### config.mk
export PLATFORM = sky130hd
export DESIGN_NAME = fp_ieee_pair_unpacker
export DESIGN_NICKNAME = d
export VERILOG_FILES = /design/src/rtl/fp_ieee_pair_unpacker.sv
export SDC_FILE = /design/constraint.sdc
export NUM_CORES = 1
export LEC_CHECK = 0
export ABC_AREA = 1
export BUFFER_PORTS_ARGS = -buffer_cell sky130_fd_sc_hd__clkbuf_2
export CORE_ASPECT_RATIO = 0.8
export CORE_MARGIN = 2
export CORE_UTILIZATION = 42
export DETAILED_ROUTE_END_ITERATION = 7
export GPL_TIMING_DRIVEN = 0
export PLACE_DENSITY = 0.66
export SLEW_MARGIN = 0
export SYNTH_ARGS = -nofsm -noshare
export SYNTH_HDL_FRONTEND = slang
export SYNTH_SLANG_ARGS = --single-unit
### constraint.sdc
create_clock -name clk_i -period 4.2 [get_ports clk_i]
set_clock_uncertainty 0.15 [all_clocks]
set_input_delay 0.63 -clock clk_i [delete_from_list [all_inputs] [get_ports clk_i]]
set_output_delay 0.63 -clock clk_i [all_outputs]
set_load 0.1 [all_outputs]
### src/rtl/fp_ieee_pair_unpacker.sv
// Operand front end for the FP adder: unpacks an IEEE-754 operand pair into the
// internal {exception, sign, exponent, fraction} format through a 2-stage elastic pipeline.
module fp_ieee_pair_unpacker #(
  parameter int size_mantissa        = 24,
  parameter int size_exponent        = 8,
  parameter int size_exception_field = 2,
  parameter int size_flush_counter   = 16,
  parameter logic [size_exception_field-1:0] zero          = 0,
  parameter logic [size_exception_field-1:0] normal_number = 1,
  parameter logic [size_exception_field-1:0] infinity      = 2,
  parameter logic [size_exception_field-1:0] NaN           = 3,
  parameter int ieee_size = size_exponent + size_mantissa,
  parameter int size      = size_mantissa + size_exponent + size_exception_field
) (
  input  logic                          clk_i,
  input  logic                          rst_n_i,
  input  logic                          valid_i,
  output logic                          ready_o,
  input  logic                          sub_i,
  input  logic [ieee_size-1:0]          a_ieee_i,
  input  logic [ieee_size-1:0]          b_ieee_i,
  output logic                          valid_o,
  input  logic                          ready_i,
  output logic                          sub_o,
  output logic [size-1:0]               a_number_o,
  output logic [size-1:0]               b_number_o,
  input  logic                          flush_clr_i,
  output logic [size_flush_counter-1:0] flush_cnt_o
);

  localparam int frac_w = size_mantissa - 1;

  function automatic logic exp_is_zero(input logic [ieee_size-1:0] x);
    return x[ieee_size-2 -: size_exponent] == '0;
  endfunction

  function automatic logic exp_is_max(input logic [ieee_size-1:0] x);
    return &x[ieee_size-2 -: size_exponent];
  endfunction

  function automatic logic frac_is_zero(input logic [ieee_size-1:0] x);
    return x[frac_w-1:0] == '0;
  endfunction

  function automatic logic [size_exception_field-1:0] classify(input logic [ieee_size-1:0] x);
    logic [size_exception_field-1:0] cls;
    if (exp_is_zero(x))     cls = zero;
    else if (exp_is_max(x)) cls = frac_is_zero(x) ? infinity : NaN;
    else                    cls = normal_number;
    return cls;
  endfunction

  // Zero (including flushed denormals) keeps only the sign; infinity drops its fraction.
  function automatic logic [size-1:0] format(input logic [ieee_size-1:0] x,
                                             input logic [size_exception_field-1:0] cls);
    logic [size-1:0] word;
    if (cls == zero)          word = {zero, x[ieee_size-1], {(ieee_size-1){1'b0}}};
    else if (cls == infinity) word = {infinity, x[ieee_size-1:frac_w], {frac_w{1'b0}}};
    else                      word = {cls, x};
    return word;
  endfunction

  function automatic logic is_denormal(input logic [ieee_size-1:0] x);
    return exp_is_zero(x) && !frac_is_zero(x);
  endfunction

  logic                            s1_valid_reg, s2_valid_reg;
  logic                            s1_sub_reg, s2_sub_reg;
  logic [ieee_size-1:0]            s1_a_reg, s1_b_reg;
  logic [size_exception_field-1:0] s1_a_cls_reg, s1_b_cls_reg;
  logic [size-1:0]                 s2_a_reg, s2_b_reg;
  logic [size_flush_counter-1:0]   flush_cnt_reg, flush_cnt_next;
  logic                            s1_adv, s2_adv, accept;
  logic [1:0]                      flush_inc;
  logic [size_flush_counter:0]     flush_sum;

  assign s2_adv  = !s2_valid_reg || ready_i;
  assign s1_adv  = !s1_valid_reg || s2_adv;
  assign ready_o = s1_adv;
  assign accept  = valid_i && s1_adv;

  always_ff @(posedge clk_i or negedge rst_n_i) begin
    if (!rst_n_i) begin
      s1_valid_reg <= 1'b0;
      s1_sub_reg   <= 1'b0;
      s1_a_reg     <= '0;
      s1_b_reg     <= '0;
      s1_a_cls_reg <= '0;
      s1_b_cls_reg <= '0;
    end else if (s1_adv) begin
      s1_valid_reg <= valid_i;
      if (valid_i) begin
        s1_sub_reg   <= sub_i;
        s1_a_reg     <= a_ieee_i;
        s1_b_reg     <= b_ieee_i;
        s1_a_cls_reg <= classify(a_ieee_i);
        s1_b_cls_reg <= classify(b_ieee_i);
      end
    end
  end

  always_ff @(posedge clk_i or negedge rst_n_i) begin
    if (!rst_n_i) begin
      s2_valid_reg <= 1'b0;
      s2_sub_reg   <= 1'b0;
      s2_a_reg     <= '0;
      s2_b_reg     <= '0;
    end else if (s2_adv) begin
      s2_valid_reg <= s1_valid_reg;
      if (s1_valid_reg) begin
        s2_sub_reg <= s1_sub_reg;
        s2_a_reg   <= format(s1_a_reg, s1_a_cls_reg);
        s2_b_reg   <= format(s1_b_reg, s1_b_cls_reg);
      end
    end
  end

  // Counting only on the accept edge means a stalled pair is never counted twice.
  always_comb begin
    flush_inc = 2'd0;
    if (accept) flush_inc = 2'(is_denormal(a_ieee_i)) + 2'(is_denormal(b_ieee_i));
    flush_sum = {1'b0, flush_cnt_reg} + {{(size_flush_counter-1){1'b0}}, flush_inc};
    if (flush_clr_i)                      flush_cnt_next = {{(size_flush_counter-2){1'b0}}, flush_inc};
    else if (flush_sum[size_flush_counter]) flush_cnt_next = '1;
    else                                  flush_cnt_next = flush_sum[size_flush_counter-1:0];
  end

  always_ff @(posedge clk_i or negedge rst_n_i) begin
    if (!rst_n_i) flush_cnt_reg <= '0;
    else          flush_cnt_reg <= flush_cnt_next;
  end

  assign valid_o     = s2_valid_reg;
  assign sub_o       = s2_sub_reg;
  assign a_number_o  = s2_a_reg;
  assign b_number_o  = s2_b_reg;
  assign flush_cnt_o = flush_cnt_reg;

endmodule

# Yosys cells after proc, flatten, opt, wreduce, memory -nomap -nowiden
# Cells that the tools add are included.
# word_totals
in_bits	70
word_cells	47
reg_bits	156
# classes
n_mux	13
add_sub_neg	2
n_reduce_logical	19
eq_ne	2
# ops
operator	count
$mux 34	4
$logic_not 23->1	2
$mux 16	2
$add 16x2->17	1
$logic_not 8->1	2
$reduce_and 8->1	2
$mux 2	5
$eq 2x2->1 const B	2
$logic_not 1->1	4
$logic_not 2->1	2
$reduce_and 2->1	2
$logic_and 1x1->1	3
$add 1x1->2	1
$logic_or 1x1->1	2
$mux 1	2

# Longest topological paths before layout
# Gate-level depths: netlist of the first run.
# logic_depth
depth_word	8
mapped_depth	18
depth_no_buf	18

# Worst setup path after synthesis of the first run
# No wires, ideal clock.
# synth_path
path_type	flip-flop to flip-flop
from	reg s2_valid_reg, in the netlist valid_o
to	reg flush_cnt_reg[14], in the netlist flush_cnt_o[14]
synth_period_minus_slack_ps	4109
setup_slack_ps	91
path_stages_with_launch	14
required_time_ps	3937
arrival_time_ps	3846
n_path_buf	2
cell_sequence	dfrtp_1 nand3_1 nand2_1 buf_2 nor2_1 ha_1 fa_1 nand3_4 nor2_8 nand4_4 buf_6 nand3_2 nand2_1 inv_1
# synth_via
elab_chain_len	8
# synth_rtl
item	line	rtl
start: declaration	67	logic s1_valid_reg, s2_valid_reg;
start signal: assignment	109	s2_valid_reg <= s1_valid_reg;
$logic_not 1->1	77	assign s2_adv = !s2_valid_reg || ready_i;
$logic_or 1x1->1	77	
$logic_or 1x1->1	78	assign s1_adv = !s1_valid_reg || s2_adv;
net ready_o	18	output logic ready_o,
$logic_and 1x1->1	80	assign accept = valid_i && s1_adv;
$mux 2	121	if (accept) flush_inc = 2'(is_denormal(a_ieee_i)) + 2'(is_denormal(b_ieee_i));
$add 16x2->17	122	flush_sum = {1'b0, flush_cnt_reg} + {{(size_flush_counter-1){1'b0}}, flush_inc};
$mux 16	124	else if (flush_sum[size_flush_counter]) flush_cnt_next = '1;
$mux 16	123	if (flush_clr_i) flush_cnt_next = {{(size_flush_counter-2){1'b0}}, flush_inc};
net flush_cnt_next[14]	72	logic [size_flush_counter-1:0] flush_cnt_reg, flush_cnt_next;
end signal: assignment	130	else flush_cnt_reg <= flush_cnt_next;
end: declaration	72	
# The timed path passes the listed nets, and every way through them passes these cells.
# A chain may end at the register's enable or synchronous reset.

# Worst setup path in the final report of the first run
# layout_path
from	in a_ieee_i[2]
to	reg flush_cnt_reg[14], in the netlist flush_cnt_o[14]
# layout_via
elab_chain_len	8
# layout_rtl
item	line	rtl
start: declaration	20	input logic [ieee_size-1:0] a_ieee_i,
$logic_not 23->1	42	return x[frac_w-1:0] == '0;
$logic_not 1->1	64	return exp_is_zero(x) && !frac_is_zero(x);
$logic_and 1x1->1	64	
$add 1x1->2	121	
$mux 2	121	
$add 16x2->17	122	
$mux 16	124	
$mux 16	123	
net flush_cnt_next[14]	72	
# The timed path passes the listed nets, and every way through them passes these cells.

==> results of run 1 <==
[worst paths after layout]
kind | start | endpoint | slack [ns]
min in group asynchronous | rst_n_i | a_number_o[13]$_DFFE_PN0P_ | 0.56
worst max register to register | valid_o$_DFFE_PN0P_ | flush_cnt_o[14]$_DFF_PN0_ | 1.57
worst max-delay path | a_ieee_i[2] | flush_cnt_o[14]$_DFF_PN0_ | 1.21
worst min-delay path | b_ieee_i[31] | s1_b_reg[31]$_DFFE_PN0P_ | 0.27
worst min register to register | s1_b_reg[31]$_DFFE_PN0P_ | b_number_o[31]$_DFFE_PN0P_ | 0.33
max in group asynchronous | rst_n_i | flush_cnt_o[6]$_DFF_PN0_ | 2.49
[critical path, cell delays in order]
cell and delay, ns:
clkbuf_2 0.10, inv_1 0.08, nand4_1 0.11, nor2_1 0.24, nand3_1 0.13, nand2_1 0.08, inv_1 0.05, ha_1 0.28
inv_1 0.05, nor2_1 0.05, ha_1 0.23, fa_1 0.45, nand3_4 0.15, nor2_8 0.06, nand4_4 0.10, buf_6 0.19
nand3_2 0.08, nand2_1 0.05, inv_1 0.04
[layer usage]
layer	up-vias	GRT usage, %	part of all wire [%]
met5	-	0	0
met4	0	7.06	1.3
met3	18	4.02	5.2
met2	138	32.7	46
met1	2593	29.9	48
li1	2725	-	-
[metrics by stage]
stage | TNS [ns] | total power, mW
5_1_grt | 0 | 5.94
4_1_cts | 0 | 5.74
2_1_floorplan | 0 | 3.66
3_5_place_dp | 0 | 4.10
3_3_place_gp | -60.19 | 4.07
6_report | 0 | 5.70
[cells by family (layout without fill, tap and decap cells)]
group / Yosys count / after routing / synth area share [%]
compound gates: 135 / 135 / 10.7
xor+xnor: 7 / 7 / 0.926
fa+ha+maj: 4 / 4 / 0.870
buf+inv: 113 / 302 / 6.96
flops: 156 / 156 / 59.0
mux: 9 / 9 / 1.53
simple gates: 318 / 318 / 20.0
[report_power, final]
part | switching [mW] | total [mW] | internal (mW)
clock | 0.621 | 1.63 | 1.01
sequential | 0.155 | 1.94 | 1.78
combinational | 1.81 | 2.13 | 0.317
total | 2.59 | 5.70 | 3.11
[area by class of cell]
type	count	area [um2]	share of cell area (%)
flip-flops and latches	156	3900	46.8
multi-input cells	473	2250	27.0
repair buffers	158	827	9.91
clock buffers	18	439	5.26
inverters	76	285	3.42
well taps	215	269	3.22
clock inverters	13	189	2.26
plain buffers	37	175	2.10
[cell usage in the layout, fill, tap and decap left out, types with 2 or more instances in the layout]
cell type	synthesis	final
nand3_1	21	21
nor2_1	39	39
a21oi_1	8	8
inv_1	74	74
inv_2	2	2
clkbuf_1	6	6
xnor2_1	3	3
a21oi_2	7	7
mux2_1	9	9
nand4_1	14	14
clkbuf_8	0	2
buf_2	20	20
clkinvlp_4	0	2
ha_1	3	3
a2bb2oi_1	2	2
clkinv_2	0	2
clkinv_4	0	2
bufinv_16	0	4
buf_1	9	9
clkbuf_16	0	17
o21ai_1	117	117
inv_6	0	3
nand2_1	235	235
clkbuf_2	0	155
xor2_1	4	4
dfrtp_1	156	156
[timing repair]
action | in CTS | in global routing
hold buffers | 1 | 0
setup endpoints to repair | 0 | 0
hold endpoints to repair | 45 | 0
==> results.cfg, run 1 <==
[routing]
drtPass1Iterations = 4
routed_wl_um = 16600
detail_route.wl_per_cell_um = 14.5
viasPerCell = 4.78
drt_iter0_markers = 274
ant_nets = 0
vias = 5474
drc = 0

[cells_and_area]
area_delta_synth_final_pct = 26.0
utilization_pct = 53.5
nNetsFinal = 993
finalNonFillerCells = 1146
drive_above_1_share_pct = 24.3
diodes = 0
fillers = 1534
final_area_um2 = 8340

[timing]
slew_viol_final = 0
hold_viol = 0
slew_headroom_pct = 57.6
finalWorstSetupSlack_ns = 1.21
fmax_mhz = 335
period_share_pct = 71.1
rsz0062_at_grt = no
finalCriticalPeriod_ns = 2.99
worstMarginPinSlew_ns = 0.636
setup_viol = 0
whs_ns = 0.274

[synth]
ys_warn_count = 0
synth_edf_count = 0
post-synth-top-count-cell = nand2_1
synth-seq-area-share_pct = 59.0
yosysTopAreaCell = dfrtp_1
ys_seq_elements = 156
synth_ff_type = dfrtp_1
synth.distinct_cells = 31
avgSynthCellArea_um2 = 8.92
syn_nets = 816
async_flop_share_pct = 100
synth_commonest_cells = nand2_1 (235), dfrtp_1 (156), o21ai_1 (117), inv_1 (74), nor2_1 (39)
yosys.area.top_type_share_pct = 59.0
syn_area_um2 = 6620
syn_inst = 742
yosys-top-cells-area = dfrtp_1 (59%), nand2_1 (13%), o21ai_1 (8.8%)

[placed_design]
gp_congestion = 0.800
dp_cells = 1114
dp_hpwl_um = 11800
portBuffers = 156
place_area_um2 = 7700
pre_cts_slack_ns = 0.781

[cts]
post_cts_resized = 0
clock_insertion_delay_worst_skew_ns = 0.42
cts_max_level = 4
clkSinkCount = 156
root_buffer = clkbuf_16
post-cts-setup-buffer-count = 0
clkTransAtPathRegs_ns = 0.06
cts_tree = yes
cts_buffers = 17
clock_path_buffers = 2

[grt]
grt_pass1_vias = 5304
grt_pass1_wl_um = 26900
grt_usage_pct = 21.0
antenna_found_initial = 0
grt_overflow = 0
grt_max_degree = 112

[pwr]
vdd_ir_drop_max_mv = 0.292
leakagePower_nw = 4.39
p_per_area_nw_per_um2 = 683

[hold_path]
holdPathStages = 2
min_path_type = primary input to flop

[floorplanning]
die_x_um = 144
die_height_um = 116
fp-row-count = 41
start_util_pct = 42.4
coreArea_um2 = 15600
floorplan.die_area_um2 = 16800
io_pins = 157

[worst_setup_path]
startpoint_type = primary input
worstSetupPathType = primary input to flop
arrival_ns = 3.15
required_ns = 4.37
reg2reg_depth = 13
worstPathMaxFanout = 10
endpoint_kind = flop

[status]
status = finished, final reports clean

[job]
maxCapViolations = 0
(Power assumes the default switching activity.)
==> run 2: changes to the inputs <==
clock period = 2.9 ns   (was 4.2 ns; I/O delays follow)
==> run 2 against run 1 <==
Net effect: wire length is 1.1% lower; via count is 0.57% lower; combinational power is 45% higher; total power is 41% higher; setup slack worse by 1.0 ns; sequential share of layout area is 0.14 points higher; utilization is 0.10 points lower; highest routed layer unchanged.
==> results.cfg, run 2 (same netlist as run 1, synthesis figures left out) <==
[status]
status = finished, final reports clean

[hold_path]
holdPathStages = 2
min_path_type = primary input to flop

[floorplanning]
fp-row-count = 41
floorplan.die_area_um2 = 16800
start_util_pct = 42.4
coreArea_um2 = 15600
die_x_um = 144
die_height_um = 116
io_pins = 157

[cts]
clock_path_buffers = 2
clkTransAtPathRegs_ns = 0.07
clkSinkCount = 156
clock_insertion_delay_worst_skew_ns = 0.42
cts_buffers = 17
post-cts-setup-buffer-count = 0
root_buffer = clkbuf_16
cts_max_level = 4
cts_tree = yes

[worst_setup_path]
worstSetupPathType = primary input to flop
crit_slowest_cell = nor2_1
startpoint_type = primary input
reg2reg_depth = 13
worstPathMaxFanout = 10
arrival_ns = 2.91
endpoint_kind = flop
crit_chain = clkbuf_2 -> inv_1 -> nand4_1 -> nor2_1 -> nand3_1 -> nand2_1 -> inv_1 -> ha_1 -> inv_1 -> nor2_2 -> ha_2 -> fa_2 -> nand3_4 -> nor2_8 -> nand4_4 -> buf_6 -> nand3_2 -> nand2_1 -> inv_1
crit_top_cell = inv_1
rrSetupSlack_ns = 0.48
required_ns = 3.12
critical-path-max-stage-delay_ns = 0.27

[job]
maxCapViolations = 0

[grt]
grt_pass1_wl_um = 26500
grt_usage_pct = 20.8
grt_pass1_vias = 5177
grt_overflow = 0
grt_max_degree = 92
antenna_found_initial = 0

[routing]
ant_nets = 0
drc = 0
routed_wl_um = 16400
vias = 5443
detail_route.wl_per_cell_um = 14.3
drtPass1Iterations = 5
drt_iter0_markers = 296
viasPerCell = 4.75

[timing]
period_share_pct = 92.9
worstMarginPinSlew_ns = 0.735
slew_headroom_pct = 51.0
slew_viol_final = 0
setup_viol = 0
rsz0062_at_grt = no
fmax_mhz = 371
whs_ns = 0.0725
hold_viol = 0
finalCriticalPeriod_ns = 2.69

[placed_design]
portBuffers = 156
place_area_um2 = 7730
dp_hpwl_um = 11800
gp_congestion = 0.807

[cells_and_area]
final_area_um2 = 8330
fillers = 1504
final_common_cell = nand2_1
drive_above_1_share_pct = 25.1
area_delta_synth_final_pct = 25.8
nNetsFinal = 993
layout_common_cells = nand2_1 (234), dfrtp_1 (155), clkbuf_2 (155), o21ai_1 (117), inv_1 (74)
diodes = 0

[pwr]
leakagePower_nw = 4.36
p_per_area_nw_per_um2 = 966
vdd_ir_drop_max_mv = 0.462
==> run 2: cell types whose count changed in the layout (fill, tap and decap cells not counted), sizes merged <==
cell,delta
bufinv,-3
clkbuf,+2
clkinv,+2
clkinvlp,+2
inv,-2
==> run 2: timing repair <==
| item | 4_1_cts | 5_1_grt |
|---|---|---|
| endpoints found under the setup margin | 0 | 11 |
| hold buffers | 1 | 0 |
| resized for setup | 0 | 4 |
| hold endpoints to repair | 90 | 0 |
==> run 2: final timing paths <==
check / start / to
worst min-delay path: b_ieee_i[31] / s1_b_reg[31]$_DFFE_PN0P_
max in group asynchronous: rst_n_i / valid_o$_DFFE_PN0P_
worst min register to register: s1_a_reg[31]$_DFFE_PN0P_ / a_number_o[31]$_DFFE_PN0P_
worst max-delay path: a_ieee_i[6] / flush_cnt_o[14]$_DFF_PN0_
worst max register to register: valid_o$_DFFE_PN0P_ / flush_cnt_o[14]$_DFF_PN0_
min in group asynchronous: rst_n_i / b_number_o[31]$_DFFE_PN0P_
==> run 2: power by group <==
| part | switching, mW | internal, mW |
|---|---|---|
| registers | 0.219 | 2.58 |
| logic | 2.62 | 0.462 |
| clock network | 0.909 | 1.25 |
| total | 3.75 | 4.30 |
==> run 2: critical path: cells and delay by family <==
| kind | cells | cell delay (ns) |
|---|---|---|
| adder cells (fa/ha/maj) | 3 | 0.72 |
| AND/OR/NAND/NOR | 10 | 1.26 |
| buffers and inverters | 6 | 0.49 |
==> run 2: routing by layer <==
metal | up-vias | wire [um] | global-route usage, %
met2 | 149 | 7360 | 31.6
met3 | 14 | 956 | 4.80
met1 | 2558 | 7950 | 30.0
met4 | 0 | 190 | 6.21
li1 | 2722 | - | -
met5 | - | 0 | 0
==> run 2: metrics by stage <==
stage	total power, mW	TNS [ns]	setup slack, ns	std cells	utilization [%]
finish	8.05	0	0.207	1147	53.4
global route	8.40	0	0.0259	1147	53.4
CTS	8.11	0	0.111	1147	53.3
detailed placement	5.94	-3.89	-0.311	1114	49.5
global placement	5.90	-241.92	-2.13	1113	49.3
floorplan	5.31	0	0.0114	742	-
==> run 2: layout make-up <==
class / count / area [um2] / share of cell area (%)
Buffer: 37 / 178 / 2.13
Multi-Input combinational cell: 473 / 2280 / 27.4
Inverter: 76 / 285 / 3.43
Sequential cell: 156 / 3910 / 46.9
Tap cell: 215 / 269 / 3.23
Clock buffer: 20 / 467 / 5.60
Clock inverter: 12 / 114 / 1.37
Timing Repair Buffer: 158 / 827 / 9.93
==> run 3: changes to the inputs <==
CELL_PAD_IN_SITES_DETAIL_PLACEMENT = 1   (was not set)
CELL_PAD_IN_SITES_GLOBAL_PLACEMENT = 1   (was not set)
CORE_UTILIZATION = 40   (was 42)
PLACE_DENSITY = 0.81   (was 0.66)
SKIP_LAST_GASP = 1   (was not set)
==> run 3 against run 2 <==
Net effect: register-to-register slack lost 0.13 ns; cell count rose by 0.78%; wire length increased by 13%; die area up 4.8%; clock power is 4% lower; final area about the same; non-clock buffer count grew 4; maximum frequency shrank 0.85%; critical path type unchanged; highest routed layer unchanged.
==> results.cfg, run 3 (same netlist as run 1, synthesis figures left out) <==
[status]
status = finished, final reports clean

[routing]
viasPerCell = 4.87
drc = 0
vias = 5633
routed_wl_um = 18600
ant_nets = 0
drtPass1Iterations = 5
drt_iter0_markers = 230
detail_route.wl_per_cell_um = 16.1

[cts]
cts_tree = yes
clkSinkCount = 156
clkTransAtPathRegs_ns = 0.07
cts_max_level = 4
clock_insertion_delay_worst_skew_ns = 0.43
clock_path_buffers = 2
cts_buffers = 17
root_buffer = clkbuf_16

[pwr]
power_mw = 7.99
leakagePower_nw = 4.37
vdd_ir_drop_max_mv = 0.399
p_per_area_nw_per_um2 = 960

[placed_design]
dp_hpwl_um = 13500
portBuffers = 156
pre_cts_slack_ns = -0.361
place_area_um2 = 7730
gp_congestion = 0.772
dp_cells = 1119

[worst_setup_path]
rrSetupSlack_ns = 0.35
startpoint_type = primary input
required_ns = 3.12
endpoint_kind = flop
worstSetupPathType = primary input to flop
arrival_ns = 2.94
r2r-start = valid_o$_DFFE_PN0P_
r2r-end = flush_cnt_o[14]$_DFF_PN0_
reg2reg_depth = 13
worstPathMaxFanout = 10

[grt]
grt_pass1_vias = 5724
met1_usage_pct = 31.8
grt_max_degree = 89
grt_pass1_wl_um = 30100
antenna_found_initial = 0
grt_overflow = 0
gr-usage-met3_pct = 4.75
use_met2_pct = 34.6
busiest_layer = met2
grt_usage_pct = 22.1

[timing]
hold_viol = 0
period_share_pct = 93.7
finalCriticalPeriod_ns = 2.72
slew_headroom_pct = 51.4
finalWorstSetupSlack_ns = 0.183
fmax_mhz = 368
setup_viol = 0
worstMarginPinSlew_ns = 0.728
slew_viol_final = 0

[floorplanning]
floorplan.die_area_um2 = 17600
fp-row-count = 42
start_util_pct = 40.4
io_pins = 157
die_height_um = 119
die_x_um = 148
coreArea_um2 = 16400

[cells_and_area]
drive_above_1_share_pct = 25.6
area_delta_synth_final_pct = 25.9
multi_input_area_um2 = 2290
seq_area_um2 = 3910
nNetsFinal = 997
finalNonFillerCells = 1156
diodes = 0
final_area_um2 = 8330
final_common_cell = nand2_1
layout_common_cells = nand2_1 (234), dfrtp_1 (155), clkbuf_2 (155), o21ai_1 (117), inv_1 (74)
fillers = 2012

[hold_path]
min_from = a_ieee_i[12]
min_path_type = primary input to flop
holdPathStages = 2
min_to = s1_a_reg[12]$_DFFE_PN0P_

[job]
maxCapViolations = 0
==> run 3: routing by layer <==
layer | share of wire (%) | routed length (um)
met5 | 0 | 0
met4 | 0.77 | 144
met3 | 4.7 | 877
met2 | 46 | 8660
met1 | 48 | 8970
==> run 3: worst max-delay path, stage by stage <==
cell	delay [ns]
clkbuf_2	0.09
nor2_1	0.12
nand3_1	0.08
nor2_1	0.20
nand3_1	0.12
nand2_1	0.07
inv_1	0.04
ha_1	0.27
inv_1	0.03
nor2_1	0.16
ha_2	0.23
fa_2	0.25
nand3_4	0.12
nor2_8	0.18
nand4_4	0.15
buf_6	0.20
nand3_2	0.07
nand2_1	0.04
inv_1	0.05
==> run 3: what timing repair did <==
item,4_1_cts,5_1_grt
endpoints found under the hold margin,87,0
gates resized for setup,0,8
setup buffers,0,4
hold buffers,1,0
setup endpoints to repair,0,15
==> run 3: per-stage QoR <==
stage               TNS, ns  util (%)  hold WS (ns)
floorplan                 0         -       -0.0106
global placement    -250.15      46.9         0.300
detailed placement    -4.70      47.2         0.314
CTS                       0      50.5        0.0750
global route        -0.0365      50.8        0.0826
finish                    0      50.8        0.0923
==> run 3: area by class of cell <==
cell class | count | share of cell area, %
clock inverters | 14 | 1.29
repair buffers | 162 | 10.3
inverters | 76 | 3.42
multi-input cells | 473 | 27.5
flip-flops and latches | 156 | 46.9
plain buffers | 37 | 2.13
clock buffers | 18 | 5.15
well taps | 220 | 3.30
==> run 3: power breakdown <==
part           internal (mW)  leakage [nW]  switching (mW)
combinational          0.462          2.14            2.65
sequential              2.58          1.97           0.239
clock                   1.11         0.259           0.955
total                   4.15          4.37            3.84
==> run 3: worst max path at each step <==
stage	from	end	slack, ns	cells past startpoint
global route	b_ieee_i[13]	flush_cnt_o[14]$_DFF_PN0_	-0.03	19
floorplan	valid_o$_DFFE_PN0P_	flush_cnt_o[14]$_DFF_PN0_	0.01	13
detailed placement	a_ieee_i[3]	flush_cnt_o[14]$_DFF_PN0_	-0.36	19
global placement	rst_n_i	valid_o$_DFFE_PN0P_	-2.17	1
CTS	a_ieee_i[3]	flush_cnt_o[14]$_DFF_PN0_	0.08	19
finish	a_ieee_i[17]	flush_cnt_o[14]$_DFF_PN0_	0.18	19
